File: config.mk
export PLATFORM = sky130hd
export DESIGN_NAME = idle_power_ctrl_flat
export DESIGN_NICKNAME = d
export VERILOG_FILES = /design/src/rtl/idle_power_pkg.sv /design/src/rtl/idle_power_ctrl_if.sv /design/src/rtl/idle_power_fsm.sv /design/src/rtl/idle_power_ctrl.sv /design/src/flat_wrapper.sv
export SDC_FILE = /design/constraint.sdc
export NUM_CORES = 1
export LEC_CHECK = 0
export CAP_MARGIN = 20
export CORE_UTILIZATION = 32
export CTS_CLUSTER_DIAMETER = 150
export DETAILED_ROUTE_END_ITERATION = 10
export GPL_ROUTABILITY_DRIVEN = 0
export GPL_TIMING_DRIVEN = 0
export PLACE_DENSITY_LB_ADDON = 0.1
export SKIP_LAST_GASP = 1
export SYNTH_ARGS = -nofsm -noshare
export SYNTH_HDL_FRONTEND = slang
export SYNTH_SLANG_ARGS = --single-unit
File: constraint.sdc
create_clock -name clk -period 5.08 [get_ports clk]
set_clock_uncertainty 0.05 [all_clocks]
set_input_delay 1.016 -clock clk [delete_from_list [all_inputs] [get_ports clk]]
set_output_delay 1.016 -clock clk [all_outputs]
set_load 0.1 [all_outputs]
File: src/rtl/idle_power_pkg.sv
// Shared types for the per-peripheral idle power controller.
package idle_power_pkg;

   typedef enum logic [2:0] {
      RUN      = 3'd0,
      GATED    = 3'd1,
      PDN_WAIT = 3'd2,
      OFF      = 3'd3,
      PUP_WAIT = 3'd4
   } pstate_e;

   // Counter must be able to hold ACK_TIMEOUT itself so it can saturate there.
   function automatic int tmo_cnt_w(input int ack_timeout);
      return $clog2(ack_timeout + 1);
   endfunction

endpackage

File: src/rtl/idle_power_ctrl_if.sv
// Idle-counter inputs, power-switch handshake and per-peripheral power outputs.
interface idle_power_ctrl_if #(
   parameter int N = 4,
   parameter int W = 16
);
   logic [N-1:0][W-1:0] idle_count;
   logic [N-1:0]        recent_activity;
   logic [N-1:0]        periph_en;
   logic [N-1:0]        wake_req;
   logic [W-1:0]        gate_thresh;
   logic [W-1:0]        pdn_thresh;
   logic [N-1:0]        pwr_good;
   logic [N-1:0]        err_clr;
   logic [N-1:0]        clk_en;
   logic [N-1:0]        pwr_on;
   logic [N-1:0][2:0]   pstate;
   logic [N-1:0]        err;

   modport master (
      output idle_count, recent_activity, periph_en, wake_req,
             gate_thresh, pdn_thresh, pwr_good, err_clr,
      input  clk_en, pwr_on, pstate, err
   );

   modport slave (
      input  idle_count, recent_activity, periph_en, wake_req,
             gate_thresh, pdn_thresh, pwr_good, err_clr,
      output clk_en, pwr_on, pstate, err
   );
endinterface

File: src/rtl/idle_power_fsm.sv
// Power-state FSM for one peripheral: clock gating, power-down handshake,
// wake latching and acknowledge-timeout detection.
module idle_power_fsm
   import idle_power_pkg::*;
#(
   parameter int W           = 16,
   parameter int ACK_TIMEOUT = 64
) (
   input  logic         clk,
   input  logic         rst,
   input  logic [W-1:0] idle_count,
   input  logic [W-1:0] gate_thresh,
   input  logic [W-1:0] pdn_thresh,
   input  logic         recent_activity,
   input  logic         periph_en,
   input  logic         wake_req,
   input  logic         pwr_good,
   input  logic         err_clr,
   output logic         clk_en,
   output logic         pwr_on,
   output logic         err,
   output pstate_e      pstate
);
   localparam int            CW       = tmo_cnt_w(ACK_TIMEOUT);
   localparam logic [CW-1:0] TMO_LAST = CW'(ACK_TIMEOUT - 1);
   localparam logic [CW-1:0] TMO_MAX  = CW'(ACK_TIMEOUT);

   pstate_e       state_q, state_d;
   logic [CW-1:0] cnt_q, cnt_d;
   logic          wake_pend_q, wake_pend_d;
   logic          err_d, clk_en_d, pwr_on_d;
   logic          wake, tmo_hit, in_wait, enter_wait;

   always_comb begin
      state_d     = state_q;
      err_d       = err & ~err_clr;
      cnt_d       = cnt_q;
      wake_pend_d = wake_pend_q;
      wake        = wake_req | wake_pend_q | ~periph_en;
      tmo_hit     = (cnt_q == TMO_LAST);

      case (state_q)
         RUN:
            if (periph_en && !recent_activity && gate_thresh != '0 &&
                idle_count >= gate_thresh && !wake_req)
               state_d = GATED;
         GATED:
            if (wake)
               state_d = RUN;
            else if (pdn_thresh != '0 && idle_count >= pdn_thresh)
               state_d = PDN_WAIT;
         // A wake here is only latched; the rail must finish dropping first.
         PDN_WAIT:
            if (!pwr_good)
               state_d = OFF;
            else if (tmo_hit) begin
               err_d   = 1'b1;
               state_d = PUP_WAIT;
            end
         OFF:
            if (wake) state_d = PUP_WAIT;
         PUP_WAIT:
            if (pwr_good)
               state_d = RUN;
            else if (tmo_hit)
               err_d = 1'b1;
         default: state_d = RUN;
      endcase

      in_wait    = (state_q == PDN_WAIT) || (state_q == PUP_WAIT);
      enter_wait = (state_d != state_q) &&
                   ((state_d == PDN_WAIT) || (state_d == PUP_WAIT));
      if (enter_wait)
         cnt_d = '0;
      else if (in_wait && cnt_q != TMO_MAX)
         cnt_d = cnt_q + 1'b1;

      if (state_d == RUN)
         wake_pend_d = 1'b0;
      else if (state_q != RUN && wake_req)
         wake_pend_d = 1'b1;

      // Outputs decoded from the next state so they flop alongside pstate.
      clk_en_d = (state_d == RUN);
      pwr_on_d = (state_d == RUN) || (state_d == GATED) || (state_d == PUP_WAIT);
   end

   always_ff @(posedge clk or posedge rst) begin
      if (rst) begin
         state_q     <= RUN;
         cnt_q       <= '0;
         wake_pend_q <= 1'b0;
         err         <= 1'b0;
         clk_en      <= 1'b1;
         pwr_on      <= 1'b1;
      end else begin
         state_q     <= state_d;
         cnt_q       <= cnt_d;
         wake_pend_q <= wake_pend_d;
         err         <= err_d;
         clk_en      <= clk_en_d;
         pwr_on      <= pwr_on_d;
      end
   end

   assign pstate = state_q;

endmodule

File: src/rtl/idle_power_ctrl.sv
// Array of independent per-peripheral power FSMs sharing the global thresholds.
module idle_power_ctrl
   import idle_power_pkg::*;
#(
   parameter int N           = 4,
   parameter int W           = 16,
   parameter int ACK_TIMEOUT = 64
) (
   input logic              clk,
   input logic              rst,
   idle_power_ctrl_if.slave bus
);
   logic [N-1:0]      clk_en_w, pwr_on_w, err_w;
   logic [N-1:0][2:0] pstate_w;

   for (genvar i = 0; i < N; i++) begin : g_periph
      pstate_e st;

      idle_power_fsm #(
         .W           (W),
         .ACK_TIMEOUT (ACK_TIMEOUT)
      ) u_fsm (
         .clk             (clk),
         .rst             (rst),
         .idle_count      (bus.idle_count[i]),
         .gate_thresh     (bus.gate_thresh),
         .pdn_thresh      (bus.pdn_thresh),
         .recent_activity (bus.recent_activity[i]),
         .periph_en       (bus.periph_en[i]),
         .wake_req        (bus.wake_req[i]),
         .pwr_good        (bus.pwr_good[i]),
         .err_clr         (bus.err_clr[i]),
         .clk_en          (clk_en_w[i]),
         .pwr_on          (pwr_on_w[i]),
         .err             (err_w[i]),
         .pstate          (st)
      );

      assign pstate_w[i] = st;
   end

   assign bus.clk_en = clk_en_w;
   assign bus.pwr_on = pwr_on_w;
   assign bus.err    = err_w;
   assign bus.pstate = pstate_w;

endmodule
File: src/flat_wrapper.sv
// flat-port wrapper written by rule: the top's interface ports become plain ports
module idle_power_ctrl_flat import idle_power_pkg::*;
#(
   parameter int N           = 4,
   parameter int W           = 16,
   parameter int ACK_TIMEOUT = 64
)
  (clk, rst, bus_idle_count, bus_recent_activity, bus_periph_en, bus_wake_req, bus_gate_thresh, bus_pdn_thresh, bus_pwr_good, bus_err_clr, bus_clk_en, bus_pwr_on, bus_pstate, bus_err);
  idle_power_ctrl_if #(.N(N), .W(W)) bus_i ();
  input logic clk;
  input logic rst;
  input wire logic [$bits(bus_i.idle_count)-1:0] bus_idle_count;
  input wire logic [$bits(bus_i.recent_activity)-1:0] bus_recent_activity;
  input wire logic [$bits(bus_i.periph_en)-1:0] bus_periph_en;
  input wire logic [$bits(bus_i.wake_req)-1:0] bus_wake_req;
  input wire logic [$bits(bus_i.gate_thresh)-1:0] bus_gate_thresh;
  input wire logic [$bits(bus_i.pdn_thresh)-1:0] bus_pdn_thresh;
  input wire logic [$bits(bus_i.pwr_good)-1:0] bus_pwr_good;
  input wire logic [$bits(bus_i.err_clr)-1:0] bus_err_clr;
  output wire logic [$bits(bus_i.clk_en)-1:0] bus_clk_en;
  output wire logic [$bits(bus_i.pwr_on)-1:0] bus_pwr_on;
  output wire logic [$bits(bus_i.pstate)-1:0] bus_pstate;
  output wire logic [$bits(bus_i.err)-1:0] bus_err;
  assign bus_i.idle_count = bus_idle_count;
  assign bus_i.recent_activity = bus_recent_activity;
  assign bus_i.periph_en = bus_periph_en;
  assign bus_i.wake_req = bus_wake_req;
  assign bus_i.gate_thresh = bus_gate_thresh;
  assign bus_i.pdn_thresh = bus_pdn_thresh;
  assign bus_i.pwr_good = bus_pwr_good;
  assign bus_i.err_clr = bus_err_clr;
  assign bus_clk_en = bus_i.clk_en;
  assign bus_pwr_on = bus_i.pwr_on;
  assign bus_pstate = bus_i.pstate;
  assign bus_err = bus_i.err;
  idle_power_ctrl #(.N(N), .W(W), .ACK_TIMEOUT(ACK_TIMEOUT)) u_core (.clk(clk), .rst(rst), .bus(bus_i));
endmodule
==> results.toml <==
[status]
outcome = "finished with violations"
violations = "DRC"

[logic_synthesis]
synth_top_area_cell = "ha_1"
yosysSeqAreaShare_pct = 23.7
synth-adder-area-share_pct = 28.5
yosysTopAreaCellShare_pct = 28.5
synthTopCellsByArea = "ha_1, dfrtp_1, a21oi_1, inv_1, nor2_1"
ys_seq_elements = 56
syn-num-nets = 935
syn_avg_cell_area_um2 = 8.76
yosysWarnings = 0
synth_compound_area_share_pct = 19.3
yosysUniqueCellTypes = 62
synth_edf_count = 0
async_reset_ff_share_pct = 100
synth_flop_cell = "dfrtp_1"
synth_xor_area_share_pct = 3.67
netlist_instances = 681
synth_top_family_by_area = "adder cells"
syn-cell-area_mm2 = 0.00596
synthMuxAreaShare_pct = 0.168
synth_simple_gate_area_share_pct = 18.9

[min_path]
hold_start = "u_core.g_periph[1].u_fsm.wake_pend_q"
hold_class = "reg2reg"
min_path_cells = 2
min_to = "u_core.g_periph[1].u_fsm.wake_pend_q"

[setup_path]
end_kind = "flop"
crit-reg2reg-capture = "u_core.g_periph[3].u_fsm.wake_pend_q"
reg2reg_setup_slack_ns = 2.73
crit_arrival_ns = 3.69
r2r_cells = 6
crit_chain = "clkdlybuf4s50_1 -> inv_1 -> ha_1 -> nand2_1 -> o21ai_0 -> a21oi_1 -> o21ai_0 -> nand2_1 -> a2111oi_4 -> nor2_1"
critPathMaxStageDelay_ns = 0.59
path_delay_family = "compound AO/OA/AOI/OAI gates"
path_buf_inv = 2
worstSetupStartpointType = "primary input"
r2r-start = "u_core.g_periph[3].u_fsm.pstate[0]"
cp_max_fo = 7
cpMaxStageDelayCell = "a2111oi_4"
worstPathRequired_ns = 5.19
criticalPathCategory = "in2reg"

[cts]
clock_tree.root_cell = "clkbuf_16"
postCtsHoldBufs = 0
clock_sinks = 56
clk_path_buf_depth = 2
cts_tree = "done"
cts_resized = 0
path_clk_slew_ns = 0.08
post_cts_buffers = 0
ctsHtreeMaxLevel = 2
worstSkewPairLatency_ns = 0.30
cts_buffers = 5

[timing]
tightest_slew_ns = 0.991
maxSlewViolCount = 0
whs_ns = 0.451
rsz0062_at_grt = "false"
period_needed_ns = 3.58
clock.fmax_mhz = 280
max_slew_margin_pct = 33.7
hold_viol = 0
setup_violations = 0
final.setup.tns_ns = 0
min_period_over_period_pct = 70.4

[placed_design]
io_buffers = 141
dp.cells = 1052
dp_hpwl_mm = 15.7

[grt]
grt_pass1_wl_mm = 29.5
overflow = 0
antenna_found_initial = 1
first_global_vias = 5706
grt_max_degree = 38
grt_use_total_pct = 19.5

[job]
drv_cap = 0

[floorplan]
initial_core_util_pct = 33.0
die_h_um = 139
die-area_mm2 = 0.0192
die_width_um = 139
ios = 142
design.core.area_mm2 = 0.0181
row_count = 49

[route]
wl_per_cell_um = 17.3
wirelength_mm = 18.3
ant_nets = 0
via_count = 5595
drc = 16
drt_iter0_drc = 278
firstDrtPassIters = 7
routed_via_density = 5.28

[power]
ir_worst_vdd_mv = 0.165
power_density_mw_per_mm2 = 317
p_leak_nw = 3.63

[layout]
nNetsFinal = 1084
multi_input_area_mm2 = 0.00421
syn2layout_area_growth_pct = 31.3
diodes = 0
mostFrequentLayoutCell = "clkdlybuf4s50_1"
layout_common_cells = "clkdlybuf4s50_1, ha_1, a21oi_1"
fin_cells = 1060
fill_cells = 1750
drive_gt1_share_pct = 6.26
seq_area_mm2 = 0.00141
-- where the power goes --
| part | leakage [nW] | total (mW) | internal [mW] | switching (mW) |
|---|---|---|---|---|
| registers | 0.711 | 0.765 | 0.614 | 0.152 |
| clock network | 0.0742 | 0.352 | 0.185 | 0.167 |
| logic | 2.84 | 1.37 | 0.524 | 0.844 |
-- routing by layer --
| metal | GRT usage, % | part of all wire (%) | up-vias |
|---|---|---|---|
| li1 | - | - | 2792 |
| met2 | 33.5 | 47 | 153 |
| met4 | 5.03 | 1.9 | 0 |
| met3 | 3.29 | 5.2 | 22 |
| met5 | 0 | 0 | - |
| met1 | 25.3 | 46 | 2628 |
-- cell type report --
class	count	area share [%]
multi-input cells	548	53.8
repair buffers	142	18.3
flip-flops and latches	56	18.0
well taps	229	3.66
inverters	58	2.78
plain buffers	19	1.61
clock buffers	5	1.60
clock inverters	3	0.288
-- synth_stat cells (all sizes together), types with 4 or more instances --
| master | n |
|---|---|
| xor2 | 14 |
| xnor2 | 11 |
| a21oi | 61 |
| dfrtp | 48 |
| inv | 58 |
| nand4 | 19 |
| nand3 | 14 |
| a211oi | 13 |
| nor4 | 11 |
| ha | 136 |
| a21o | 22 |
| o22ai | 4 |
| buf | 18 |
| o21ai | 27 |
| nor3b | 6 |
| o21a | 4 |
| nand2 | 46 |
| dfstp | 8 |
| or3 | 5 |
| and3 | 8 |
| nor4b | 7 |
| nor3 | 6 |
| nor2 | 59 |
| nand2b | 12 |
| nor2b | 10 |
| o211ai | 11 |
| a221oi | 5 |
-- logic make-up after synthesis --
logic type	Yosys count
AOI/OAI and AO/OA	170
xor gates and xnor gates	25
adders and majority gates	136
buffers and inverters	77
DFF	56
muxes	1
and+or+nand+nor	216
-- metrics by stage --
stage	total power, mW	cell area, um^2	util, %	setup WS, ns
after detailed placement	2.14	7680	42.5	1.12
after CTS	2.51	7830	43.3	1.44
after floorplan	1.74	5960	-	2.19
final	2.48	7830	43.3	1.50
after global routing	2.68	7830	43.3	1.22
after global placement	2.10	7660	42.4	1.15
-- how the worst max path moves through the flow --
stage                                   start                           endpoint  cells after the start
after floorplan           bus_gate_thresh[13]  u_core.g_periph[2].u_fsm.cnt_q[0]                      9
after global placement      bus_pdn_thresh[7]  u_core.g_periph[0].u_fsm.cnt_q[5]                     10
after detailed placement    bus_pdn_thresh[2]  u_core.g_periph[0].u_fsm.cnt_q[2]                     10
after CTS                   bus_pdn_thresh[2]  u_core.g_periph[0].u_fsm.cnt_q[1]                     10
after global routing        bus_pdn_thresh[7]  u_core.g_periph[0].u_fsm.cnt_q[1]                     10
final                       bus_pdn_thresh[2]  u_core.g_periph[0].u_fsm.cnt_q[1]                     10
-- worst register-to-register path, cell delays in order (launching register included) --
cell and delay [ns]:
dfrtp_1 0.38, clkbuf_1 0.22, or3_1 0.38, nor4b_1 0.55, o211ai_1 0.28, and4_1 0.32
nor2_1 0.12
-- registers in the layout, summed over array words and instances, names as in the netlist --
name,cells
u_core.g_periph.u_fsm.pstate,12
u_core.g_periph.u_fsm.pwr_on,4
u_core.g_periph.u_fsm.clk_en,4
u_core.g_periph.u_fsm.cnt_q,28
u_core.g_periph.u_fsm.wake_pend_q,4
u_core.g_periph.u_fsm.err,4
Note: power is estimated with default switching activity, not from simulation.
